`config.mk`:
```
export PLATFORM = sky130hd
export DESIGN_NAME = alu_sequencer
export DESIGN_NICKNAME = d
export VERILOG_FILES = /design/src/rtl/alu_seq_pkg.sv /design/src/rtl/alu_seq_datapath.sv /design/src/rtl/alu_sequencer.sv
export SDC_FILE = /design/constraint.sdc
export NUM_CORES = 1
export LEC_CHECK = 0
export BUFFER_PORTS_ARGS = -buffer_cell sky130_fd_sc_hd__buf_2
export CORE_MARGIN = 8
export CORE_UTILIZATION = 45
export DETAILED_ROUTE_END_ITERATION = 10
export GPL_TIMING_DRIVEN = 0
export HOLD_SLACK_MARGIN = 0.1
export PLACE_DENSITY = 0.65
export SKIP_CTS_REPAIR_TIMING = 1
export SLEW_MARGIN = 25
export SYNTH_ARGS = -nofsm -noshare
export SYNTH_HDL_FRONTEND = slang
export SYNTH_HIERARCHICAL = 1
export SYNTH_SLANG_ARGS = --single-unit
```
`constraint.sdc`:
```
create_clock -name CLK -period 4 [get_ports CLK]
set_clock_uncertainty 0.1 [all_clocks]
set_input_delay 0.8 -clock CLK [delete_from_list [all_inputs] [get_ports CLK]]
set_output_delay 0.8 -clock CLK [all_outputs]
set_load 0.02 [all_outputs]
```
`src/rtl/alu_seq_pkg.sv`:
```
// Shared encodings for the ALU sequencer: opcodes, shift types, FSM states
// and the fixed multiply step count.
package alu_seq_pkg;

   localparam logic [2:0] OP_FWD   = 3'b000;
   localparam logic [2:0] OP_ADD   = 3'b001;
   localparam logic [2:0] OP_AND   = 3'b010;
   localparam logic [2:0] OP_OR    = 3'b011;
   localparam logic [2:0] OP_MUL   = 3'b100;
   localparam logic [2:0] OP_SHIFT = 3'b101;

   localparam logic [1:0] SH_SLL = 2'b00;
   localparam logic [1:0] SH_SRL = 2'b01;
   localparam logic [1:0] SH_SRA = 2'b10;
   localparam logic [1:0] SH_ROR = 2'b11;

   localparam int unsigned MUL_STEPS = 8;

   typedef enum logic [1:0] {
      ST_IDLE = 2'b00,
      ST_EXEC = 2'b01,
      ST_DONE = 2'b10
   } state_t;

endpackage

```
`src/rtl/alu_seq_datapath.sv`:
```
// Operand/accumulator registers and the one-step multiply/shift logic of the
// ALU sequencer; sequenced by load/step strobes from the controller.
module alu_seq_datapath
   import alu_seq_pkg::*;
#(
   parameter int WIDTH   = 8,
   parameter int SHAMT_W = 4
) (
   input  logic             clk,
   input  logic             rst,
   input  logic             load,
   input  logic             step,
   input  logic [2:0]       aluop,
   input  logic [WIDTH-1:0] data1,
   input  logic [WIDTH-1:0] data2,
   output logic [WIDTH-1:0] result,
   output logic             zero,
   output logic             err
);

   logic [2:0]         op_r;
   logic [WIDTH-1:0]   a_r;
   logic [WIDTH-1:0]   b_r;
   logic [WIDTH-1:0]   acc_r;
   logic               zero_r;
   logic [WIDTH-1:0]   sum_s;
   logic [SHAMT_W-1:0] amt_s;
   logic [1:0]         shtype_s;

   // a single bit position of the selected shift; sra replicates the MSB,
   // which never changes across iterations and so stays the original sign
   function automatic logic [WIDTH-1:0] shift_one(input logic [WIDTH-1:0] v,
                                                  input logic [1:0] kind);
      logic [WIDTH-1:0] r;
      case (kind)
         SH_SLL:  r = {v[WIDTH-2:0], 1'b0};
         SH_SRL:  r = {1'b0, v[WIDTH-1:1]};
         SH_SRA:  r = {v[WIDTH-1], v[WIDTH-1:1]};
         SH_ROR:  r = {v[0], v[WIDTH-1:1]};
         default: r = v;
      endcase
      return r;
   endfunction

   assign sum_s    = data1 + data2;
   assign amt_s    = b_r[SHAMT_W-1:0];
   assign shtype_s = b_r[SHAMT_W+1:SHAMT_W];

   // operand capture on load, one multiply/shift iteration per step
   always_ff @(posedge clk) begin
      if (rst) begin
         op_r   <= OP_FWD;
         a_r    <= {WIDTH{1'b0}};
         b_r    <= {WIDTH{1'b0}};
         acc_r  <= {WIDTH{1'b0}};
         zero_r <= 1'b0;
      end else if (load) begin
         op_r   <= aluop;
         a_r    <= data1;
         b_r    <= data2;
         acc_r  <= {WIDTH{1'b0}};
         zero_r <= (sum_s == {WIDTH{1'b0}});
      end else if (step) begin
         case (op_r)
            OP_MUL: begin
               acc_r <= acc_r + (b_r[0] ? a_r : {WIDTH{1'b0}});
               a_r   <= a_r << 1'b1;
               b_r   <= b_r >> 1'b1;
            end
            OP_SHIFT: begin
               // amount 0 still spends one iteration but leaves DATA1 intact
               if (amt_s != {SHAMT_W{1'b0}}) begin
                  a_r <= shift_one(a_r, shtype_s);
               end else begin
                  a_r <= a_r;
               end
            end
            default: begin
               a_r <= a_r;
            end
         endcase
      end
   end

   // result selection from the current register contents
   always_comb begin
      result = {WIDTH{1'b0}};
      err    = 1'b0;
      case (op_r)
         OP_FWD:   result = a_r;
         OP_ADD:   result = a_r + b_r;
         OP_AND:   result = a_r & b_r;
         OP_OR:    result = a_r | b_r;
         OP_MUL:   result = acc_r;
         OP_SHIFT: result = a_r;
         default: begin
            result = {WIDTH{1'b0}};
            err    = 1'b1;
         end
      endcase
   end

   assign zero = zero_r;

endmodule

```
`src/rtl/alu_sequencer.sv`:
```
// Multi-cycle ALU front end: valid/ready request, N iterations in EXEC,
// registered response held in DONE until the consumer accepts it.
module alu_sequencer
   import alu_seq_pkg::*;
#(
   parameter int WIDTH   = 8,
   parameter int SHAMT_W = 4
) (
   input  logic             CLK,
   input  logic             RESET,
   input  logic             REQ_VALID,
   output logic             REQ_READY,
   input  logic [2:0]       ALUOP,
   input  logic [WIDTH-1:0] DATA1,
   input  logic [WIDTH-1:0] DATA2,
   output logic             RESP_VALID,
   input  logic             RESP_READY,
   output logic [WIDTH-1:0] RESULT,
   output logic             ZERO,
   output logic             ERR,
   output logic             BUSY
);

   state_t             state_r;
   logic [SHAMT_W-1:0] cnt_r;
   logic [SHAMT_W-1:0] n_s;
   logic [SHAMT_W-1:0] amt_s;
   logic               load_s;
   logic               step_s;
   logic [WIDTH-1:0]   dp_result_s;
   logic               dp_zero_s;
   logic               dp_err_s;

   assign amt_s  = DATA2[SHAMT_W-1:0];
   assign load_s = (state_r == ST_IDLE) && REQ_VALID;
   // the counter's zero pass is the write-back cycle, giving N+1 latency
   assign step_s = (state_r == ST_EXEC) && (cnt_r != {SHAMT_W{1'b0}});

   // iteration count for the request currently offered
   always_comb begin
      n_s = {{(SHAMT_W-1){1'b0}}, 1'b1};
      case (ALUOP)
         OP_MUL: n_s = SHAMT_W'(MUL_STEPS);
         OP_SHIFT: begin
            if (amt_s != {SHAMT_W{1'b0}}) begin
               n_s = amt_s;
            end else begin
               n_s = {{(SHAMT_W-1){1'b0}}, 1'b1};
            end
         end
         default: n_s = {{(SHAMT_W-1){1'b0}}, 1'b1};
      endcase
   end

   alu_seq_datapath #(
      .WIDTH   (WIDTH),
      .SHAMT_W (SHAMT_W)
   ) u_datapath (
      .clk    (CLK),
      .rst    (RESET),
      .load   (load_s),
      .step   (step_s),
      .aluop  (ALUOP),
      .data1  (DATA1),
      .data2  (DATA2),
      .result (dp_result_s),
      .zero   (dp_zero_s),
      .err    (dp_err_s)
   );

   // control FSM with registered handshake and response outputs
   always_ff @(posedge CLK) begin
      if (RESET) begin
         state_r    <= ST_IDLE;
         cnt_r      <= {SHAMT_W{1'b0}};
         REQ_READY  <= 1'b1;
         RESP_VALID <= 1'b0;
         RESULT     <= {WIDTH{1'b0}};
         ZERO       <= 1'b0;
         ERR        <= 1'b0;
         BUSY       <= 1'b0;
      end else begin
         case (state_r)
            ST_IDLE: begin
               if (REQ_VALID) begin
                  state_r   <= ST_EXEC;
                  cnt_r     <= n_s;
                  REQ_READY <= 1'b0;
                  BUSY      <= 1'b1;
               end
            end
            ST_EXEC: begin
               if (cnt_r == {SHAMT_W{1'b0}}) begin
                  state_r    <= ST_DONE;
                  RESULT     <= dp_result_s;
                  ZERO       <= dp_zero_s;
                  ERR        <= dp_err_s;
                  RESP_VALID <= 1'b1;
               end else begin
                  cnt_r <= cnt_r - {{(SHAMT_W-1){1'b0}}, 1'b1};
               end
            end
            ST_DONE: begin
               if (RESP_READY) begin
                  state_r    <= ST_IDLE;
                  RESP_VALID <= 1'b0;
                  REQ_READY  <= 1'b1;
                  BUSY       <= 1'b0;
               end
            end
            default: begin
               state_r    <= ST_IDLE;
               cnt_r      <= {SHAMT_W{1'b0}};
               REQ_READY  <= 1'b1;
               RESP_VALID <= 1'b0;
               BUSY       <= 1'b0;
            end
         endcase
      end
   end

endmodule

```
==> results of run 1 <==
[placed cells by master (no fill, tap or decap), types with 7 or more instances in the layout]
cell      Yosys  layout
a211oi_1      7       7
a21oi_1      50      50
buf_2         6      41
clkbuf_1      9       9
dfxtp_1      47      47
ha_1         32      32
inv_1        29      29
mux2i_1      21      21
nand2_1      67      67
nand2b_1      9       9
nor2_1       52      52
nor2b_1       7       7
o21ai_0      15      15
o22ai_1       9       9
xnor2_1      10      10
[path summary, 6_finish.rpt]
check	end	slack [ns]	startpoint
max	u_datapath/a_r[4]$_SDFFE_PP0P_	1.28	state_r[0]$_SDFFE_PP0P_
min reg2reg	RESULT[2]$_SDFFE_PP0P_	0.36	RESULT[2]$_SDFFE_PP0P_
min	RESULT[2]$_SDFFE_PP0P_	0.36	RESULT[2]$_SDFFE_PP0P_
max reg2reg	u_datapath/a_r[4]$_SDFFE_PP0P_	1.28	state_r[0]$_SDFFE_PP0P_
[power groups by stage]
stage | clock, uW | combinational [uW] | sequential (uW)
2_1_floorplan | 0 | 318 | 555
3_3_place_gp | 0 | 430 | 556
3_5_place_dp | 0 | 436 | 557
4_1_cts | 330 | 439 | 546
5_1_grt | 352 | 488 | 553
6_report | 318 | 441 | 547
[registers in the layout (all words and copies together) (netlist names), 2 cells and up]
name,count
u_datapath/b_r,8
u_datapath/acc_r,8
u_datapath/a_r,8
u_datapath/op_r,3
state_r,2
RESULT,8
cnt_r,4
[cell type report]
cell class,count,area share [%]
Multi-Input combinational cell,367,60.3
Sequential cell,47,23.6
Timing Repair Buffer,35,4.40
Buffer,22,3.30
Tap cell,102,3.20
Inverter,29,2.73
Clock buffer,6,2.07
Clock inverter,2,0.345
[layer usage]
metal  track usage (%)  up-vias  part of all wire, %
met3              2.44        8                  4.3
met2              29.2       92                   48
met1              22.9     1582                   47
met5                 0        -                    0
met4              4.99        0                  1.2
li1                  -     1714                    -
[metrics by stage]
stage / instance area [sq um] / util (%) / cells
after CTS: 3980 / 51.6 / 610
after detailed placement: 3890 / 50.3 / 602
after global placement: 3890 / 50.3 / 602
final: 3980 / 51.6 / 610
after global routing: 3980 / 51.6 / 610
after floorplan: 3580 / - / 465
[logic make-up after synthesis]
group / count (synthesis) / share of synthesized area (%)
AO/OA/AOI/OAI: 126 / 22.2
XOR/XNOR: 14 / 3.42
multiplexers: 22 / 6.18
adder cells (fa/ha/maj): 35 / 12.8
AND/OR/NAND/NOR: 170 / 22.4
flip-flops: 47 / 26.2
buffers and inverters: 51 / 6.70
[worst min-delay path: stages (launching register included)]
cell	delay [ns]
dfxtp_1	0.31
nand2_1	0.05
a21oi_1	0.05
==> flow_summary.toml, run 1 <==
[power]
p_sw_uw = 481
intPower_uw = 825
pwr-share-clk_pct = 24.4
power.density_mw_per_mm2 = 328
power_uw = 1310
pwr-share-comb_pct = 33.8
power_frac_seq_pct = 41.9
leakage_uw = 0.00163
p_sw_share_pct = 36.8
irDropWorstVdd_v = 0.000150

[yosys]
synth_seq_cells = 47
syn_area_per_cell_sq_um = 7.71
synth.net_count = 523
netlist.area_leader.share_pct = 26.2
ys_top_cells_by_count = "nand2_1, nor2_1, a21oi_1"
ys_types = 62
async_reset_ff_share_pct = 0
syn_area_sq_mm = 0.00358
synth_top_area_cell = "dfxtp_1"
yosysMostFrequentCell = "nand2_1"
synthCells = 465
synth.area.top_cells = "dfxtp_1, ha_1, nand2_1"
synth_ff_type = "dfxtp_1"
synth-seq-area-share_pct = 26.2
synth_enable_flop_cells = 0
yosys_warnings = 6

[sta]
hold-worst-slack_ns = 0.355
tightest_slew_ns = 0.907
setup_viol = 0
fin_tns_setup_ns = 0
grt_setup_unrepaired = "false"
relSlewSlack_pct = 39.4
min_period_ns = 2.72
drv_slew = 0
max_freq_mhz = 367
setup_ws_ns = 1.28
finalCritPeriodShare_pct = 68.1
hold_viol_final = 0

[setup_path]
crit_cells = 7
crit_fanout = 10
crit_path_start_kind = "register"
r2r_cells = 7
cp_top_family = "buffers and inverters"
cp_cell_sequence = "clkbuf_1 -> nor3b_1 -> buf_2 -> clkbuf_1 -> o21ai_1 -> mux2i_1 -> nor2_1"
path_common_cell = "clkbuf_1"
endpoint_kind = "register"
cpPeakStageDelay_ns = 0.80
cp.arrival_ns = 2.81
required_ns = 4.09
path_class = "register to register"
path_buf_inv = 3
critical_path.slowest_cell = "nor3b_1"

[route]
routed_via_density = 5.57
wl_per_cell_um = 15.9
ant_nets = 0
drt_wl_total_um = 9720
drcViolationCount = 0
dr.pass1.iters = 5
via_count = 3396
drt_iter0_drc = 131

[clocking]
clockBufferDepth = 2
clkSlewWorstSetupHoldPaths_ns = 0.10
numCtsBuffers = 5
clock-root-buffer = "clkbuf_8"
cts.sinks = 47
insertion_delay_ns = 0.30
htreeDepth = 2
cts_tree = "done"

[placed_design]
io_buffers = 35
place_ws_ns = 0.981
dp_hpwl_um = 7660
gp_congestion = 0.874

[global_route]
grt_first_pass_wirelength_um = 16100
overflow = 0
grtUsageTotal_pct = 17.5
antenna_found_initial = 0
grt_pass1_vias = 3277
grt_max_degree = 16

[floorplanning]
ioPinCount = 36
die_w_um = 105
initial_core_util_pct = 46.4
core-area_sq_mm = 0.00773
placementRows = 32
die-area_sq_mm = 0.0111
die_h_um = 105

[cells_and_area]
drive_gt1_share_pct = 13.4
register_area_sq_um = 941
area_growth_pct = 11.1
nFillCells = 804
multi_input_area_sq_mm = 0.00240
nets = 565
diodes = 0

[min_path]
min_path_type = "register to register"
hold_depth = 2

[job]
max-cap-violations = 0

[run_status]
status = "completed"
(Power assumes the default switching activity.)
==> inputs of run 2 (changes only) <==
PLACE_DENSITY = 0.67   (was 0.65)
clock period = 2.2 ns   (was 4 ns; I/O delays follow)
==> run 2 against run 1 <==
The flow now finishes with violations (negative setup slack). Power increased by 92%. Non-clock buffer count rose by 13. Sequential power rose by 85%. Sequential share of layout area down 1.6 points. Global-route usage is 0.74 points lower. Clock power is 82% higher. Clock-buffer cell count is the same. Maximum frequency is 13% higher. Critical endpoint is now RESULT[6]$_SDFFE_PP0P_. Highest routed layer unchanged. Cell count is 2.3% higher.
==> flow_summary.toml, run 2 (same netlist as run 1, synthesis figures left out) <==
[run_status]
status = "finished, violations left"
violations = "negative setup slack"

[route]
met3_length_um = 486
wl_met1_um = 4480
route.top_layer_used = "met4"
wl_per_cell_um = 16.1
dr.pass1.iters = 4
wl_met2_um = 4810
routed_via_density = 5.53
drcViolationCount = 0
via_count = 3453
drt_wl_total_um = 10000
ant_nets = 0
drt_iter0_drc = 136

[floorplanning]
core-area_sq_mm = 0.00773
ioPinCount = 36
die_h_um = 105
placementRows = 32
die-area_sq_mm = 0.0111
initial_core_util_pct = 46.4
die_w_um = 105

[setup_path]
critical_path.slowest_cell = "dfxtp_4"
path_class = "register to register"
cp.arrival_ns = 2.54
cp-startpoint = "u_datapath/a_r[0]$_SDFFE_PP0P_"
endpoint_kind = "register"
required_ns = 2.34
cp_cell_sequence = "ha_4 -> inv_2 -> fa_2 -> nor2b_1 -> o21ai_1 -> nand2b_1 -> buf_4 -> a21o_1 -> a31oi_2 -> o221ai_2 -> nand2_1 -> a21oi_2"
cpPeakStageDelay_ns = 0.40
crit_path_start_kind = "register"
r2r_cells = 12
crit_fanout = 5
r2r_start = "u_datapath/a_r[0]$_SDFFE_PP0P_"

[placed_design]
dp_hpwl_um = 7530
place_inst = 602
gp_congestion = 0.933
io_buffers = 35
place_ws_ns = -0.522

[min_path]
hold_path_startpoint = "DATA2[6]"
min_path_type = "input port to register"
hold_depth = 3

[clocking]
clkSlewWorstSetupHoldPaths_ns = 0.09
cts_tree = "done"
cts.sinks = 47
htreeDepth = 2
numCtsBuffers = 5
insertion_delay_ns = 0.30
clockBufferDepth = 2
clock-root-buffer = "clkbuf_8"

[cells_and_area]
diodes = 0
area_growth_pct = 22.1
stdcell_count = 624
layout_common_cells = "nand2_1, nor2_1, a21oi_1"
nFillCells = 738
final_common_cell = "nand2_1"
drive_gt1_share_pct = 24.9
nets = 579

[sta]
max_freq_mhz = 417
grt_setup_unrepaired = "true"
min_period_ns = 2.40
hold-worst-slack_ns = 0.291
drv_slew = 0
setup_viol = 4
finalCritPeriodShare_pct = 109
setup_ws_ns = -0.200
tightest_slew_ns = 0.536
hold_viol_final = 0
relSlewSlack_pct = 64.3

[job]
max-cap-violations = 0

[power]
irDropWorstVdd_v = 0.000303
leakage_uw = 0.00173
power.density_mw_per_mm2 = 574

[global_route]
antenna_found_initial = 0
grt_max_degree = 16
overflow = 0
grtUsageTotal_pct = 16.8
grt_first_pass_wirelength_um = 15600
grt_pass1_vias = 3257
run 2: cell types whose count changed in the layout (fill, tap and decap cells not counted), sizes merged:
| cell | before | now |
|---|---|---|
| inv | 30 | 29 |
| clkinvlp | 0 | 1 |
| clkbuf | 15 | 16 |
| buf | 47 | 59 |
| nor2 | 53 | 54 |
run 2: routing by layer:
layer / track usage (%) / vias to the layer above
met5: 0 / -
li1: - / 1744
met1: 20.7 / 1598
met2: 28.8 / 92
met3: 2.13 / 19
met4: 6.93 / 0
run 2: area by class of cell:
cell class	instances	area [sq um]	area share, %
Buffer	21	133	3.03
Clock buffer	6	82.6	1.89
Clock inverter	2	13.8	0.315
Inverter	29	113	2.57
Multi-Input combinational cell	368	2650	60.6
Sequential cell	47	962	22.0
Tap cell	102	128	2.92
Timing Repair Buffer	49	293	6.69
run 2: metrics by stage:
stage          setup TNS [ns]  area, sq um  power, uW  utilization (%)
2_1_floorplan               0         3580       1590                -
3_3_place_gp           -11.14         3890       1790             50.3
3_5_place_dp           -10.73         3890       1800             50.3
4_1_cts                -11.39         3980       2390             51.6
5_1_grt                 -1.06         4380       2670             56.6
6_report               -0.476         4380       2510             56.6
run 2: worst max-delay path, delay by kind of cell (launching register included):
family | cells | cell delay (ns)
adders and majority gates | 2 | 0.51
DFF | 1 | 0.40
and+or+nand+nor | 3 | 0.46
buffers and inverters | 2 | 0.19
AOI/OAI and AO/OA | 5 | 0.69
run 2: final timing paths:
check | end | slack [ns]
worst max register to register | RESULT[6]$_SDFFE_PP0P_ | -0.20
worst min-delay path | u_datapath/b_r[6]$_SDFFE_PP0P_ | 0.29
worst min register to register | RESULT[4]$_SDFFE_PP0P_ | 0.36
worst max-delay path | RESULT[6]$_SDFFE_PP0P_ | -0.20
run 2: report_power, final:
group          total [uW]  internal, uW  switching [uW]
Sequential           1010           921            83.7
Clock                 580           258             322
Combinational         928           397             531
Total                2510          1580             936
==> inputs of run 3 (changes only) <==
REMOVE_ABC_BUFFERS = 1   (was default)
==> run 3 against run 2 <==
The run still ends with negative setup slack left. Power is 2.8% lower. Wire length is 6.9% lower. Critical path type unchanged. Sequential share of layout area is 1.1 points higher. Largest power group unchanged. Via count is 2.8% lower. Global-route usage is 0.77 points lower.
==> flow_summary.toml, run 3 (same netlist as run 1, synthesis figures left out) <==
[route]
wl_per_cell_um = 15.4
drcViolationCount = 0
dr.pass1.iters = 4
via_count = 3358
routed_via_density = 5.54
drt_wl_total_um = 9360
ant_nets = 0
drt_iter0_drc = 142

[setup_path]
r2r_cells = 11
reg2reg_slack_ns = -0.08
path_class = "register to register"
r2r_start = "u_datapath/b_r[0]$_SDFFE_PP0P_"
cp.arrival_ns = 2.41
r2r_end = "RESULT[4]$_SDFFE_PP0P_"
crit_path_start_kind = "register"
required_ns = 2.33
crit_fanout = 5
endpoint_kind = "register"

[global_route]
antenna_found_initial = 0
grt_pass1_vias = 3207
overflow = 0
grtUsageTotal_pct = 16.0
grt_first_pass_wirelength_um = 15000
grt_max_degree = 42

[cells_and_area]
nFillCells = 742
diodes = 0
drive_gt1_share_pct = 21.8
stdcell_count = 606
nets = 562
final_common_cell = "nand2_1"
layout_common_cells = "nand2_1, nor2_1, a21oi_1"
final_util_pct = 54.6
area_growth_pct = 17.6

[power]
p_sw_uw = 889
irDropWorstVdd_v = 0.000304
p_sw_share_pct = 36.4
leakage_uw = 0.00167
intPower_uw = 1550
power_frac_seq_pct = 42.4
pwr-share-clk_pct = 23.2
power.density_mw_per_mm2 = 579
pwr-share-comb_pct = 34.4

[sta]
finalCritPeriodShare_pct = 104
tightest_slew_ns = 0.755
setup_viol = 3
hold_viol_final = 0
grt_setup_unrepaired = "true"
min_period_ns = 2.28
max_freq_mhz = 439
hold-worst-slack_ns = 0.292
drv_slew = 0
fin_tns_setup_ns = -0.153
relSlewSlack_pct = 49.7
setup_ws_ns = -0.0783

[clocking]
htreeDepth = 2
numCtsBuffers = 5
clock-root-buffer = "clkbuf_8"
cts_tree = "done"
cts.sinks = 47
clockBufferDepth = 2
clkSlewWorstSetupHoldPaths_ns = 0.09
insertion_delay_ns = 0.30

[floorplanning]
die-area_sq_mm = 0.0111
die_h_um = 105
core-area_sq_mm = 0.00773
initial_core_util_pct = 46.4
ioPinCount = 36
die_w_um = 105
placementRows = 32

[run_status]
violations = "negative setup slack"
status = "finished, violations left"

[placed_design]
dp_hpwl_um = 6780
io_buffers = 35
gp_congestion = 0.907
place_inst = 584

[min_path]
min_path_type = "input port to register"
hold_depth = 3
hold_path_startpoint = "DATA2[5]"
whs_endpoint = "u_datapath/b_r[5]$_SDFFE_PP0P_"

[job]
max-cap-violations = 0
run 3: changes by cell type in the layout (fill, tap and decap cells not counted), sizes merged:
cell and change:
buf -8, clkbuf -10, clkdlybuf4s15 -1, clkinv -1, or2 +2
run 3: power groups by stage:
stage	Sequential (uW)	Clock (uW)	Combinational [uW]
global placement	1040	0	704
global route	1050	619	940
floorplan	1030	0	524
finish	1040	566	840
detailed placement	1040	0	737
CTS	1020	590	739
run 3: worst max-delay path by stage:
stage,start,slack [ns],endpoint,cells after the start
floorplan,state_r[0]$_SDFFE_PP0P_,-1.92,u_datapath/zero$_SDFFE_PP0P_,7
global placement,REQ_VALID,-3.06,u_datapath/zero$_SDFFE_PP0P_,8
detailed placement,u_datapath/b_r[0]$_SDFFE_PP0P_,-0.37,RESULT[4]$_SDFFE_PP0P_,11
CTS,u_datapath/b_r[0]$_SDFFE_PP0P_,-0.40,RESULT[4]$_SDFFE_PP0P_,11
global route,u_datapath/b_r[0]$_SDFFE_PP0P_,-0.19,u_datapath/acc_r[7]$_SDFFE_PP0P_,10
finish,u_datapath/b_r[0]$_SDFFE_PP0P_,-0.08,RESULT[4]$_SDFFE_PP0P_,11
run 3: area by class of cell:
class | count | area (sq um) | area share (%)
clock buffers | 6 | 82.6 | 1.96
inverters | 29 | 113 | 2.67
multi-input cells | 370 | 2600 | 61.6
well taps | 102 | 128 | 3.03
repair buffers | 51 | 315 | 7.48
flip-flops and latches | 47 | 973 | 23.1
clock inverters | 1 | 8.76 | 0.208
run 3: per-stage QoR:
step | cell area, sq um | setup slack, ns | total power, uW
after floorplan | 3450 | -1.92 | 1550
after global placement | 3760 | -3.06 | 1740
after detailed placement | 3800 | -0.370 | 1780
after CTS | 3890 | -0.404 | 2350
after global routing | 4220 | -0.193 | 2610
final | 4220 | -0.0783 | 2440
run 3: critical path, cell delays in order, from the launching register on:
cell and delay [ns]:
dfxtp_4 0.42, ha_4 0.18, inv_2 0.04, fa_2 0.34, nor2b_1 0.12, o21ai_1 0.07, nand2b_1 0.15, xor2_1 0.16
mux2i_1 0.10, o31ai_2 0.30, nand2_1 0.10, a21oi_1 0.13
run 3: layer usage:
layer	global-route usage [%]	up-vias	share of wire (%)
met4	6.83	0	2.7
met1	20.3	1566	47
li1	-	1715	-
met3	2.19	15	2.9
met5	0	-	0
met2	26.6	62	48
